$ cat config.mk
export PLATFORM = sky130hd
export DESIGN_NAME = cpu_ctrl_fsm_mc_flat
export DESIGN_NICKNAME = d
export VERILOG_FILES = /design/src/rtl/cpu_ctrl_fsm_mc_if.sv /design/src/rtl/cpu_ctrl_fsm_mc.sv /design/src/flat_wrapper.sv
export SDC_FILE = /design/constraint.sdc
export NUM_CORES = 1
export LEC_CHECK = 0
export BUFFER_PORTS_ARGS = -buffer_cell sky130_fd_sc_hd__buf_2
export CORE_ASPECT_RATIO = 1.4
export CORE_UTILIZATION = 49
export DETAILED_ROUTE_END_ITERATION = 12
export GPL_TIMING_DRIVEN = 0
export PLACE_DENSITY = 0.77
export SYNTH_ARGS = -nofsm -noshare
export SYNTH_HDL_FRONTEND = slang
export SYNTH_SLANG_ARGS = --single-unit
$ cat constraint.sdc
create_clock -name Clk -period 2.61 [get_ports Clk]
set_input_delay 0.261 -clock Clk [delete_from_list [all_inputs] [get_ports Clk]]
set_output_delay 0.261 -clock Clk [all_outputs]
set_load 0.01 [all_outputs]
$ cat src/rtl/cpu_ctrl_fsm_mc_if.sv
// Control bundle between the multi-cycle controller and the 16-bit datapath.
// The controller sits on the master side; the datapath (or a bench) on the slave side.
interface cpu_ctrl_fsm_mc_if #(
  parameter int REG_ADDR_W = 4
);
  logic [15:0]           Instr;
  logic [4:0]            ALUFlags;
  logic                  RegEn;
  logic                  RAMEn;
  logic                  PCEn;
  logic                  Imm_s;
  logic                  Signed;
  logic                  RamAddrSelect;
  logic [1:0]            LoadInSelect;
  logic [1:0]            PCState;
  logic [3:0]            ALUOpCode;
  logic [REG_ADDR_W-1:0] RdestRegLoc;
  logic [REG_ADDR_W-1:0] RsrcRegLoc;
  logic [7:0]            Imm;
  logic                  CondOut;

  modport master (
    input  Instr, ALUFlags,
    output RegEn, RAMEn, PCEn, Imm_s, Signed, RamAddrSelect, LoadInSelect,
           PCState, ALUOpCode, RdestRegLoc, RsrcRegLoc, Imm, CondOut
  );

  modport slave (
    output Instr, ALUFlags,
    input  RegEn, RAMEn, PCEn, Imm_s, Signed, RamAddrSelect, LoadInSelect,
           PCState, ALUOpCode, RdestRegLoc, RsrcRegLoc, Imm, CondOut
  );
endinterface

$ cat src/rtl/cpu_ctrl_fsm_mc.sv
// Multi-cycle control FSM for the 16-bit datapath: fetch/decode, ALU ops, load with
// configurable RAM latency, store, conditional branch/jump and set-on-condition.
module cpu_ctrl_fsm_mc #(
  parameter int REG_ADDR_W = 4,
  parameter int RD_LATENCY = 1,
  parameter int MUL_EN     = 1
) (
  input  logic              Clk,
  input  logic              Reset,
  cpu_ctrl_fsm_mc_if.master bus
);

  localparam int              CNT_W    = (RD_LATENCY > 1) ? $clog2(RD_LATENCY) : 1;
  localparam logic [CNT_W-1:0] CNT_LAST = CNT_W'(RD_LATENCY - 1);

  localparam logic [3:0] ALU_ADD  = 4'b0000;
  localparam logic [3:0] ALU_SUB  = 4'b0001;
  localparam logic [3:0] ALU_CMP  = 4'b0010;
  localparam logic [3:0] ALU_AND  = 4'b0011;
  localparam logic [3:0] ALU_OR   = 4'b0100;
  localparam logic [3:0] ALU_XOR  = 4'b0101;
  localparam logic [3:0] ALU_LSH  = 4'b0111;
  localparam logic [3:0] ALU_MUL  = 4'b1010;

  localparam logic [3:0] OP_RTYPE = 4'b0000;
  localparam logic [3:0] OP_SPEC  = 4'b0100;
  localparam logic [3:0] OP_ADDUI = 4'b0110;
  localparam logic [3:0] OP_SHIFT = 4'b1000;
  localparam logic [3:0] OP_BCOND = 4'b1100;

  localparam logic [3:0] EXT_LOAD = 4'b0000;
  localparam logic [3:0] EXT_STOR = 4'b0100;
  localparam logic [3:0] EXT_JCND = 4'b1100;
  localparam logic [3:0] EXT_SCND = 4'b1101;
  localparam logic [3:0] EXT_LSH  = 4'b0100;

  typedef enum logic [2:0] {
    FETCH   = 3'd0,
    EXEC    = 3'd1,
    LD_WAIT = 3'd2,
    LD_WB   = 3'd3,
    ST      = 3'd4,
    BR      = 3'd5
  } state_t;

  state_t           state_r;
  logic [15:0]      ir_r;
  logic [4:0]       flag_r;
  logic [CNT_W-1:0] lat_cnt_r;

  logic [3:0] op_s, ext_s, in_op_s, in_ext_s, cond_sel_s;
  logic       cond_s;

  logic       ex_valid_s, ex_imm_s, ex_flag_s, ex_scond_s, ex_cmp_s;
  logic [3:0] ex_alu_s;

  logic       reg_en_s, ram_en_s, pc_en_s, imm_sel_s, signed_s, ram_addr_sel_s;
  logic [1:0] load_in_sel_s, pc_state_s;
  logic [3:0] alu_op_s;

  assign op_s     = ir_r[15:12];
  assign ext_s    = ir_r[7:4];
  assign in_op_s  = bus.Instr[15:12];
  assign in_ext_s = bus.Instr[7:4];

  // Flag bits: N=4, Z=3, F=2, L=1, C=0.
  function automatic logic cond_eval(input logic [3:0] cond, input logic [4:0] flags);
    logic n, z, f, l, c, res;
    n = flags[4];
    z = flags[3];
    f = flags[2];
    l = flags[1];
    c = flags[0];
    case (cond)
      4'b0000: res = z;
      4'b0001: res = ~z;
      4'b0010: res = c;
      4'b0011: res = ~c;
      4'b0100: res = l;
      4'b0101: res = ~l;
      4'b0110: res = n;
      4'b0111: res = ~n;
      4'b1000: res = f;
      4'b1001: res = ~f;
      4'b1010: res = ~(l | z);
      4'b1011: res = l | z;
      4'b1100: res = ~(n | z);
      4'b1101: res = n | z;
      4'b1110: res = 1'b1;
      4'b1111: res = 1'b0;
      default: res = 1'b0;
    endcase
    return res;
  endfunction

  // Bcond keeps its condition next to the opcode; Jcond/Scond keep it in the low nibble.
  assign cond_sel_s = (op_s == OP_BCOND) ? ir_r[11:8] : ir_r[3:0];
  assign cond_s     = cond_eval(cond_sel_s, flag_r);

  // Decode of the EXEC-class instruction held in IR.
  always_comb begin
    ex_valid_s = 1'b0;
    ex_imm_s   = 1'b0;
    ex_flag_s  = 1'b0;
    ex_scond_s = 1'b0;
    ex_cmp_s   = 1'b0;
    ex_alu_s   = ALU_ADD;
    case (op_s)
      OP_RTYPE: begin
        case (ext_s)
          4'b0101, 4'b0110: begin ex_valid_s = 1'b1; ex_alu_s = ALU_ADD; ex_flag_s = 1'b1; end
          4'b1001, 4'b1010: begin ex_valid_s = 1'b1; ex_alu_s = ALU_SUB; ex_flag_s = 1'b1; end
          4'b1011: begin ex_valid_s = 1'b1; ex_alu_s = ALU_CMP; ex_flag_s = 1'b1; ex_cmp_s = 1'b1; end
          4'b0001: begin ex_valid_s = 1'b1; ex_alu_s = ALU_AND; end
          4'b0010: begin ex_valid_s = 1'b1; ex_alu_s = ALU_OR;  end
          4'b0011: begin ex_valid_s = 1'b1; ex_alu_s = ALU_XOR; end
          4'b1110: begin
            if (MUL_EN != 0) begin
              ex_valid_s = 1'b1;
              ex_alu_s   = ALU_MUL;
              ex_flag_s  = 1'b1;
            end else begin
              ex_valid_s = 1'b0;
            end
          end
          default: ex_valid_s = 1'b0;
        endcase
      end
      4'b0101, 4'b0110, 4'b0111: begin
        ex_valid_s = 1'b1; ex_imm_s = 1'b1; ex_alu_s = ALU_ADD; ex_flag_s = 1'b1;
      end
      4'b1001, 4'b1010: begin
        ex_valid_s = 1'b1; ex_imm_s = 1'b1; ex_alu_s = ALU_SUB; ex_flag_s = 1'b1;
      end
      4'b1011: begin
        ex_valid_s = 1'b1; ex_imm_s = 1'b1; ex_alu_s = ALU_CMP; ex_flag_s = 1'b1; ex_cmp_s = 1'b1;
      end
      4'b0001: begin ex_valid_s = 1'b1; ex_imm_s = 1'b1; ex_alu_s = ALU_AND; end
      4'b0010: begin ex_valid_s = 1'b1; ex_imm_s = 1'b1; ex_alu_s = ALU_OR;  end
      4'b0011: begin ex_valid_s = 1'b1; ex_imm_s = 1'b1; ex_alu_s = ALU_XOR; end
      4'b1110: begin
        if (MUL_EN != 0) begin
          ex_valid_s = 1'b1;
          ex_imm_s   = 1'b1;
          ex_alu_s   = ALU_MUL;
          ex_flag_s  = 1'b1;
        end else begin
          ex_valid_s = 1'b0;
        end
      end
      OP_SHIFT: begin
        if (ext_s == EXT_LSH) begin
          ex_valid_s = 1'b1;
          ex_alu_s   = ALU_LSH;
        end else if (ext_s[3:1] == 3'b000) begin
          ex_valid_s = 1'b1;
          ex_imm_s   = 1'b1;
          ex_alu_s   = ALU_LSH;
        end else begin
          ex_valid_s = 1'b0;
        end
      end
      OP_SPEC: begin
        if (ext_s == EXT_SCND) begin
          ex_valid_s = 1'b1;
          ex_scond_s = 1'b1;
        end else begin
          ex_valid_s = 1'b0;
        end
      end
      default: ex_valid_s = 1'b0;
    endcase
  end

  // Datapath controls from state and IR; Reset kills every write/update enable at once.
  always_comb begin
    reg_en_s       = 1'b0;
    ram_en_s       = 1'b0;
    pc_en_s        = 1'b0;
    imm_sel_s      = 1'b0;
    signed_s       = 1'b0;
    ram_addr_sel_s = 1'b0;
    load_in_sel_s  = 2'b00;
    pc_state_s     = 2'b00;
    alu_op_s       = ALU_ADD;
    case (state_r)
      FETCH: begin
        pc_en_s = 1'b0;
      end
      EXEC: begin
        pc_en_s = 1'b1;
        if (ex_valid_s) begin
          reg_en_s      = ~ex_cmp_s;
          imm_sel_s     = ex_imm_s;
          signed_s      = ex_imm_s & (op_s != OP_ADDUI);
          alu_op_s      = ex_alu_s;
          load_in_sel_s = ex_scond_s ? 2'b10 : 2'b00;
        end else begin
          reg_en_s = 1'b0;
        end
      end
      LD_WAIT: begin
        ram_addr_sel_s = 1'b1;
      end
      LD_WB: begin
        ram_addr_sel_s = 1'b1;
        load_in_sel_s  = 2'b01;
        reg_en_s       = 1'b1;
        pc_en_s        = 1'b1;
      end
      ST: begin
        ram_addr_sel_s = 1'b1;
        ram_en_s       = 1'b1;
        pc_en_s        = 1'b1;
      end
      BR: begin
        pc_en_s = 1'b1;
        if (cond_s) begin
          pc_state_s = (op_s == OP_BCOND) ? 2'b01 : 2'b10;
        end else begin
          pc_state_s = 2'b00;
        end
      end
      default: pc_en_s = 1'b0;
    endcase
    if (Reset) begin
      reg_en_s = 1'b0;
      ram_en_s = 1'b0;
      pc_en_s  = 1'b0;
    end else begin
      pc_state_s = pc_state_s;
    end
  end

  assign bus.RegEn         = reg_en_s;
  assign bus.RAMEn         = ram_en_s;
  assign bus.PCEn          = pc_en_s;
  assign bus.Imm_s         = imm_sel_s;
  assign bus.Signed        = signed_s;
  assign bus.RamAddrSelect = ram_addr_sel_s;
  assign bus.LoadInSelect  = load_in_sel_s;
  assign bus.PCState       = pc_state_s;
  assign bus.ALUOpCode     = alu_op_s;
  assign bus.RdestRegLoc   = ir_r[8 +: REG_ADDR_W];
  assign bus.RsrcRegLoc    = ir_r[0 +: REG_ADDR_W];
  assign bus.Imm           = ir_r[7:0];
  assign bus.CondOut       = cond_s;

  // State, instruction register, flag register and load-latency counter.
  always_ff @(posedge Clk) begin
    if (Reset) begin
      state_r   <= FETCH;
      ir_r      <= 16'h0000;
      flag_r    <= 5'b00000;
      lat_cnt_r <= '0;
    end else begin
      case (state_r)
        FETCH: begin
          ir_r      <= bus.Instr;
          lat_cnt_r <= '0;
          if (in_op_s == OP_SPEC && in_ext_s == EXT_LOAD) begin
            state_r <= LD_WAIT;
          end else if (in_op_s == OP_SPEC && in_ext_s == EXT_STOR) begin
            state_r <= ST;
          end else if (in_op_s == OP_BCOND || (in_op_s == OP_SPEC && in_ext_s == EXT_JCND)) begin
            state_r <= BR;
          end else begin
            state_r <= EXEC;
          end
        end
        EXEC: begin
          if (ex_valid_s && ex_flag_s) begin
            flag_r <= bus.ALUFlags;
          end
          state_r <= FETCH;
        end
        LD_WAIT: begin
          if (lat_cnt_r == CNT_LAST) begin
            lat_cnt_r <= '0;
            state_r   <= LD_WB;
          end else begin
            lat_cnt_r <= lat_cnt_r + CNT_W'(1);
          end
        end
        LD_WB:   state_r <= FETCH;
        ST:      state_r <= FETCH;
        BR:      state_r <= FETCH;
        default: state_r <= FETCH;
      endcase
    end
  end

endmodule

$ cat src/flat_wrapper.sv
// flat-port wrapper written by rule: the top's interface ports become plain ports
module cpu_ctrl_fsm_mc_flat 
#(
  parameter int REG_ADDR_W = 4,
  parameter int RD_LATENCY = 1,
  parameter int MUL_EN     = 1
)
  (Clk, Reset, bus_Instr, bus_ALUFlags, bus_RegEn, bus_RAMEn, bus_PCEn, bus_Imm_s, bus_Signed, bus_RamAddrSelect, bus_LoadInSelect, bus_PCState, bus_ALUOpCode, bus_RdestRegLoc, bus_RsrcRegLoc, bus_Imm, bus_CondOut);
  cpu_ctrl_fsm_mc_if #(.REG_ADDR_W(REG_ADDR_W)) bus_i ();
  input  logic Clk;
  input  logic Reset;
  input wire logic [$bits(bus_i.Instr)-1:0] bus_Instr;
  input wire logic [$bits(bus_i.ALUFlags)-1:0] bus_ALUFlags;
  output wire logic [$bits(bus_i.RegEn)-1:0] bus_RegEn;
  output wire logic [$bits(bus_i.RAMEn)-1:0] bus_RAMEn;
  output wire logic [$bits(bus_i.PCEn)-1:0] bus_PCEn;
  output wire logic [$bits(bus_i.Imm_s)-1:0] bus_Imm_s;
  output wire logic [$bits(bus_i.Signed)-1:0] bus_Signed;
  output wire logic [$bits(bus_i.RamAddrSelect)-1:0] bus_RamAddrSelect;
  output wire logic [$bits(bus_i.LoadInSelect)-1:0] bus_LoadInSelect;
  output wire logic [$bits(bus_i.PCState)-1:0] bus_PCState;
  output wire logic [$bits(bus_i.ALUOpCode)-1:0] bus_ALUOpCode;
  output wire logic [$bits(bus_i.RdestRegLoc)-1:0] bus_RdestRegLoc;
  output wire logic [$bits(bus_i.RsrcRegLoc)-1:0] bus_RsrcRegLoc;
  output wire logic [$bits(bus_i.Imm)-1:0] bus_Imm;
  output wire logic [$bits(bus_i.CondOut)-1:0] bus_CondOut;
  assign bus_i.Instr = bus_Instr;
  assign bus_i.ALUFlags = bus_ALUFlags;
  assign bus_RegEn = bus_i.RegEn;
  assign bus_RAMEn = bus_i.RAMEn;
  assign bus_PCEn = bus_i.PCEn;
  assign bus_Imm_s = bus_i.Imm_s;
  assign bus_Signed = bus_i.Signed;
  assign bus_RamAddrSelect = bus_i.RamAddrSelect;
  assign bus_LoadInSelect = bus_i.LoadInSelect;
  assign bus_PCState = bus_i.PCState;
  assign bus_ALUOpCode = bus_i.ALUOpCode;
  assign bus_RdestRegLoc = bus_i.RdestRegLoc;
  assign bus_RsrcRegLoc = bus_i.RsrcRegLoc;
  assign bus_Imm = bus_i.Imm;
  assign bus_CondOut = bus_i.CondOut;
  cpu_ctrl_fsm_mc #(.REG_ADDR_W(REG_ADDR_W), .RD_LATENCY(RD_LATENCY), .MUL_EN(MUL_EN)) u_core (.Clk(Clk), .Reset(Reset), .bus(bus_i));
endmodule
# --- Word-level counts from Yosys, hierarchy flattened ---
# Cells that the tools add are included.
classes:
  n_reduce_logical: 20
  mux: 45
  n_eq_ne: 50
  addsub: 1
  bitwise_logic: 11
op_table:
  columns: ["cell", "n"]
  rows:
  - ["4-bit == test (second input constant)", 21]
  - ["4-bit by 3-bit == test with 1-bit output (second input constant)", 13]
  - ["4-bit one-hot mux with 8 select lines", 1]
  - ["4-bit by 2-bit == test with 1-bit output (second input constant)", 6]
  - ["4-bit one-hot mux with 6 select lines", 1]
  - ["1-bit two-way mux", 20]
  - ["4-bit two-way mux", 4]
  - ["1-bit one-hot mux with 16 select lines", 1]
  - ["3-bit two-way mux", 5]
  - ["4-bit by 1-bit == test with 1-bit output (second input constant)", 3]
  - ["4-bit zero test", 3]
  - ["2-bit two-way mux", 5]
  - ["1-bit one-hot mux with 2 select lines", 5]
  - ["10-bit OR reduction", 1]
  - ["9-bit OR reduction", 1]
  - ["1-bit inverter", 8]
  - ["7-bit OR reduction", 1]
  - ["3-bit by 2-bit == test with 1-bit output (second input constant)", 2]
  - ["3-bit == test (second input constant)", 2]
  - ["3-bit zero test", 2]
  - ["3-bit one-hot mux with 2 select lines", 1]
  - ["6-bit OR reduction", 1]
  - ["1-bit logical AND", 4]
  - ["4-bit by 3-bit inequality test with 1-bit output (second input constant)", 1]
  - ["13 further kinds", 15]
totals:
  regBits: 25
  output_inout_bits: 31

# --- Depth between registers and ports, before layout ---
depth:
  ltp_word: 7
  depth_mapped: 8
  ltp_nobuf: 6

# --- Least setup slack after synthesis ---
# Ideal clock, no wire load.
synth_timing:
  path_type: "reg2out"
  startpoint: "reg u_core.ir_r[13]"
  endpoint: "out bus_PCState[0]"
  path_slack_ps: 364
  path_stages_with_launch: 8
  arrival_ps: 1985
  cell_sequence: "dfxtp_1 > and4bb_1 > buf_6 > mux2i_4 > mux2i_1 > a221o_1 > a211oi_2 > nor4b_1"
synth_via:
  elab_chain_len: 6
  elab_cells_between_ends: 22
synth_lines:
  columns: ["element", "line_no", "rtl"]
  rows:
  - ["from (decl)", "cpu_ctrl_fsm_mc.sv:47", "logic [15:0] ir_r;"]
  - ["from (signal assigned)", "cpu_ctrl_fsm_mc.sv:259", "ir_r <= bus.Instr;"]
  - ["4-bit == test *", "cpu_ctrl_fsm_mc.sv:97, cpu_ctrl_fsm_mc.sv:219", null]
  - ["4-bit two-way mux", "cpu_ctrl_fsm_mc.sv:97", "assign cond_sel_s = (op_s == OP_BCOND) ? ir_r[11:8] : ir_r[3:0];"]
  - ["4-bit == test (tied with other cells)", "cpu_ctrl_fsm_mc.sv:74", "case (cond)"]
  - ["1-bit one-hot mux with 16 select lines", "cpu_ctrl_fsm_mc.sv:74", null]
  - ["2-bit two-way mux *", "cpu_ctrl_fsm_mc.sv:218", "if (cond_s) begin"]
  - ["2-bit two-way mux *", "cpu_ctrl_fsm_mc.sv:186", "case (state_r)"]
  - ["to (decl)", "flat_wrapper.sv:21", "output wire logic [$bits(bus_i.PCState)-1:0] bus_PCState;"]
# Mark *: on every way between the ends. The rest lies on a longest branch, timed or not.

# --- Final worst setup path ---
# Same ends and word-level chain as after synthesis.

==> key figures <==
Logic synthesis
  • Top FF cell, synth: dfxtp_1
  • Ys Warns: 0
  • Complex-gate fraction of the synthesized area: 19.9%
  • Mux share of post-synthesis cell area: 8.54%
  • Post-synthesis simple-gate area fraction: 29.8%
  • Mapped cell area: 1670 um^2
  • Sequential fraction of the synthesis area: 28.8%
  • Syn_area_per_cell: 7.26 um^2
  • Number of flops mapped to enable cells by yosys: 0
  • Synth unique cells: 42
  • FFs w/ async S/R, synth: 0%
  • Mapped Cells: 230
  • Synth Register Bits: 24
  • Main combinational cell family by area after synthesis: simple AND/OR/NAND/NOR gates
  • Synth Area in Adders: 0%
  • Synthesized net count: 253
  • Synth Area in XOR/XNOR: 1.05%

Setup path
  • Crit-path cells: and4bb_1 > buf_6 > mux2i_4 > buf_4 > mux2i_1 > o221a_2 > a211oi_2 > nor4b_1 > buf_2
  • CP max stage delay: 0.35 ns
  • Worst Path Max Fanout: 4
  • Crit. End Element: output pin
  • Data arrival, critical path: 2.35 ns
  • Crit path kind: flip-flop to output pin
  • Crit start category: flip-flop
  • Critical Path RT: 2.35 ns
  • Slowest CP cell: dfxtp_1

Clock network
  • CTS sink count: 24
  • CTS Buffer Depth: 2
  • H-tree depth: 1
  • Num CTS Buffers: 3
  • Clock Latency Late Sink: 0.27 ns
  • Clk root buf: clkbuf_8
  • CTS tree: done
  • Clock transition at path regs: 0.08 ns
  • CTS Hold Bufs: 0

Pwr
  • Max IR drop VDD: 0.339 mV
  • Power per standard cell area: 449 nW/um^2
  • Leakage: 0.960 nW

Die
  • Die area: 3650 um^2
  • Initial Util: 52.5%
  • # IOs: 54
  • Die width: 51.3 um
  • Core area: 3180 um^2
  • Core Rows: 24
  • Die H: 71.1 um

STA
  • Clock Skews: 0.00214 ns
  • Crit path time final: 2.61 ns
  • Final Cycle Share: 100%
  • Worst-Margin Slew: 0.760 ns
  • Max_slew headroom: 48.9%
  • Setup violations, final: 0
  • Max Freq: 383 MHz
  • Final Max Slew Viols: 0
  • Final WS setup: 0.000143 ns
  • RSZ-0062 raised after global routing: true
  • Fin. Hold Viols: 0

Placed design
  • Port Buffers: 52
  • Pre-CTS setup slack: 0.164 ns
  • Placer congestion estimate: 0.917
  • DP HPWL: 3190 um
  • Placed Area: 1980 um^2

Route
  • DRT iter0 DRCs: 66
  • Antenna-violating nets left: 0
  • DRC violations left: 0
  • WL final: 4230 um
  • Wirelength per Cell: 12.9 um
  • First-pass DRT Iterations: 4
  • Vias: 1803
  • Via density: 5.48

GRT
  • Total global routing track utilization: 24.6%
  • First-pass GRT wire length: 6980 um
  • Vias in the first global route: 1657
  • Gr ovfl total: 0
  • Largest net degree at the start of global routing: 14
  • Initial antenna violation count: 0

Layout
  • Share of cells above drive strength 1: 33.8%
  • Net count, final: 314
  • Design area: 2120 um^2
  • Synth-to-Final Area Change: 26.7%
  • N_diodes: 0

Min path
  • Worst hold-check path type: input port to flip-flop

Job
  • Max-cap violations: 0

Run status
  • Outcome: complete, no violations
## cells by family (layout without fill, tap and decap cells)
family | after synthesis | after routing
flip-flops | 24 | 24
buffers and inverters | 35 | 95
multiplexers | 13 | 13
XOR/XNOR | 2 | 2
AO/OA/AOI/OAI | 52 | 52
AND/OR/NAND/NOR | 104 | 104
## critical path, delay by kind of cell, from the launching register on
| family | cells | cell delay, ns |
|---|---|---|
| AND/OR/NAND/NOR | 2 | 0.52 |
| multiplexers | 2 | 0.47 |
| buffers and inverters | 3 | 0.48 |
| AO/OA/AOI/OAI | 2 | 0.25 |
| flip-flops | 1 | 0.35 |
## flip-flops by register name, summed over array words and instances (netlist names)
signal	cells
u_core.state_r	3
u_core.flag_r	5
u_core.ir_r	16
## final timing paths
kind,from,to,slack (ns),depth (start not counted)
setup / recovery,u_core.ir_r[13],bus_PCState[0],0.0001,9
hold / removal,bus_Instr[0],u_core.ir_r[0],0.22,3
setup reg to reg,u_core.ir_r[12],u_core.flag_r[2],0.52,7
hold reg to reg,u_core.ir_r[10],u_core.ir_r[10],0.52,2
## synth_stat cells (4+ instances only)
master	count	share of area (%)
nand2_1	43	9.7
a21oi_1	24	7.2
dfxtp_1	24	29
nor2_1	18	4.0
buf_4	16	7.2
clkbuf_1	14	3.1
mux2i_1	12	7.2
nand3_1	9	2.7
nor3_1	7	2.1
o21ai_0	7	2.1
nand2b_1	6	2.2
o21a_1	4	1.8
## power breakdown
group	internal, mW	leakage (nW)	switching (mW)	total [mW]
Combinational	0.132	0.733	0.151	0.282
Clock	0.135	0.0288	0.119	0.254
Sequential	0.388	0.198	0.0261	0.414
## placed cells by master, fill, tap and decap left out, types with 3 or more instances in the layout
| cell | instances |
|---|---|
| buf_2 | 52 |
| nand2_1 | 42 |
| a21oi_1 | 23 |
| dfxtp_1 | 22 |
| buf_4 | 20 |
| nor2_1 | 17 |
| clkbuf_1 | 13 |
| nand3_1 | 9 |
| mux2i_1 | 9 |
| o21ai_0 | 7 |
| nand2b_1 | 6 |
| nor3_1 | 6 |
| o21a_1 | 4 |
| clkbuf_8 | 4 |
| inv_1 | 3 |
| nor3b_1 | 3 |
| a31oi_1 | 3 |
| mux2i_2 | 3 |
## area by class of cell
class | count | area [um^2]
fill | 314 | 1070
inverter | 3 | 11.3
clock buffer | 4 | 55.1
sequential | 24 | 483
tap | 39 | 48.8
timing repair buffer | 56 | 290
buffer | 32 | 189
multi-input combinational | 171 | 1040
## through the flow
stage,setup TNS [ns],hold WS (ns),util (%),cells,power (mW)
2_1_floorplan,0,0.397,-,230,0.605
3_3_place_gp,0,0.483,62.2,321,0.681
3_5_place_dp,0,0.506,62.2,321,0.685
4_1_cts,-0.0241,0.229,65.4,328,0.943
5_1_grt,-0.530,0.241,66.5,329,1.00
6_report,0,0.224,66.5,329,0.951
## routing by layer
layer	share of wire [%]	track usage (%)
met5	0	0
met3	4.2	2.80
met4	1.5	8.11
met1	41	27.5
met2	53	46.5
## repair_timing
action / CTS / global route
pin swaps: 11 / 6
buffers inserted: 3 / 1
resized for setup: 7 / 7
endpoints found under the hold margin: 0 / 0
endpoints found under the setup margin: 8 / 8
(Power assumes the default switching activity.)
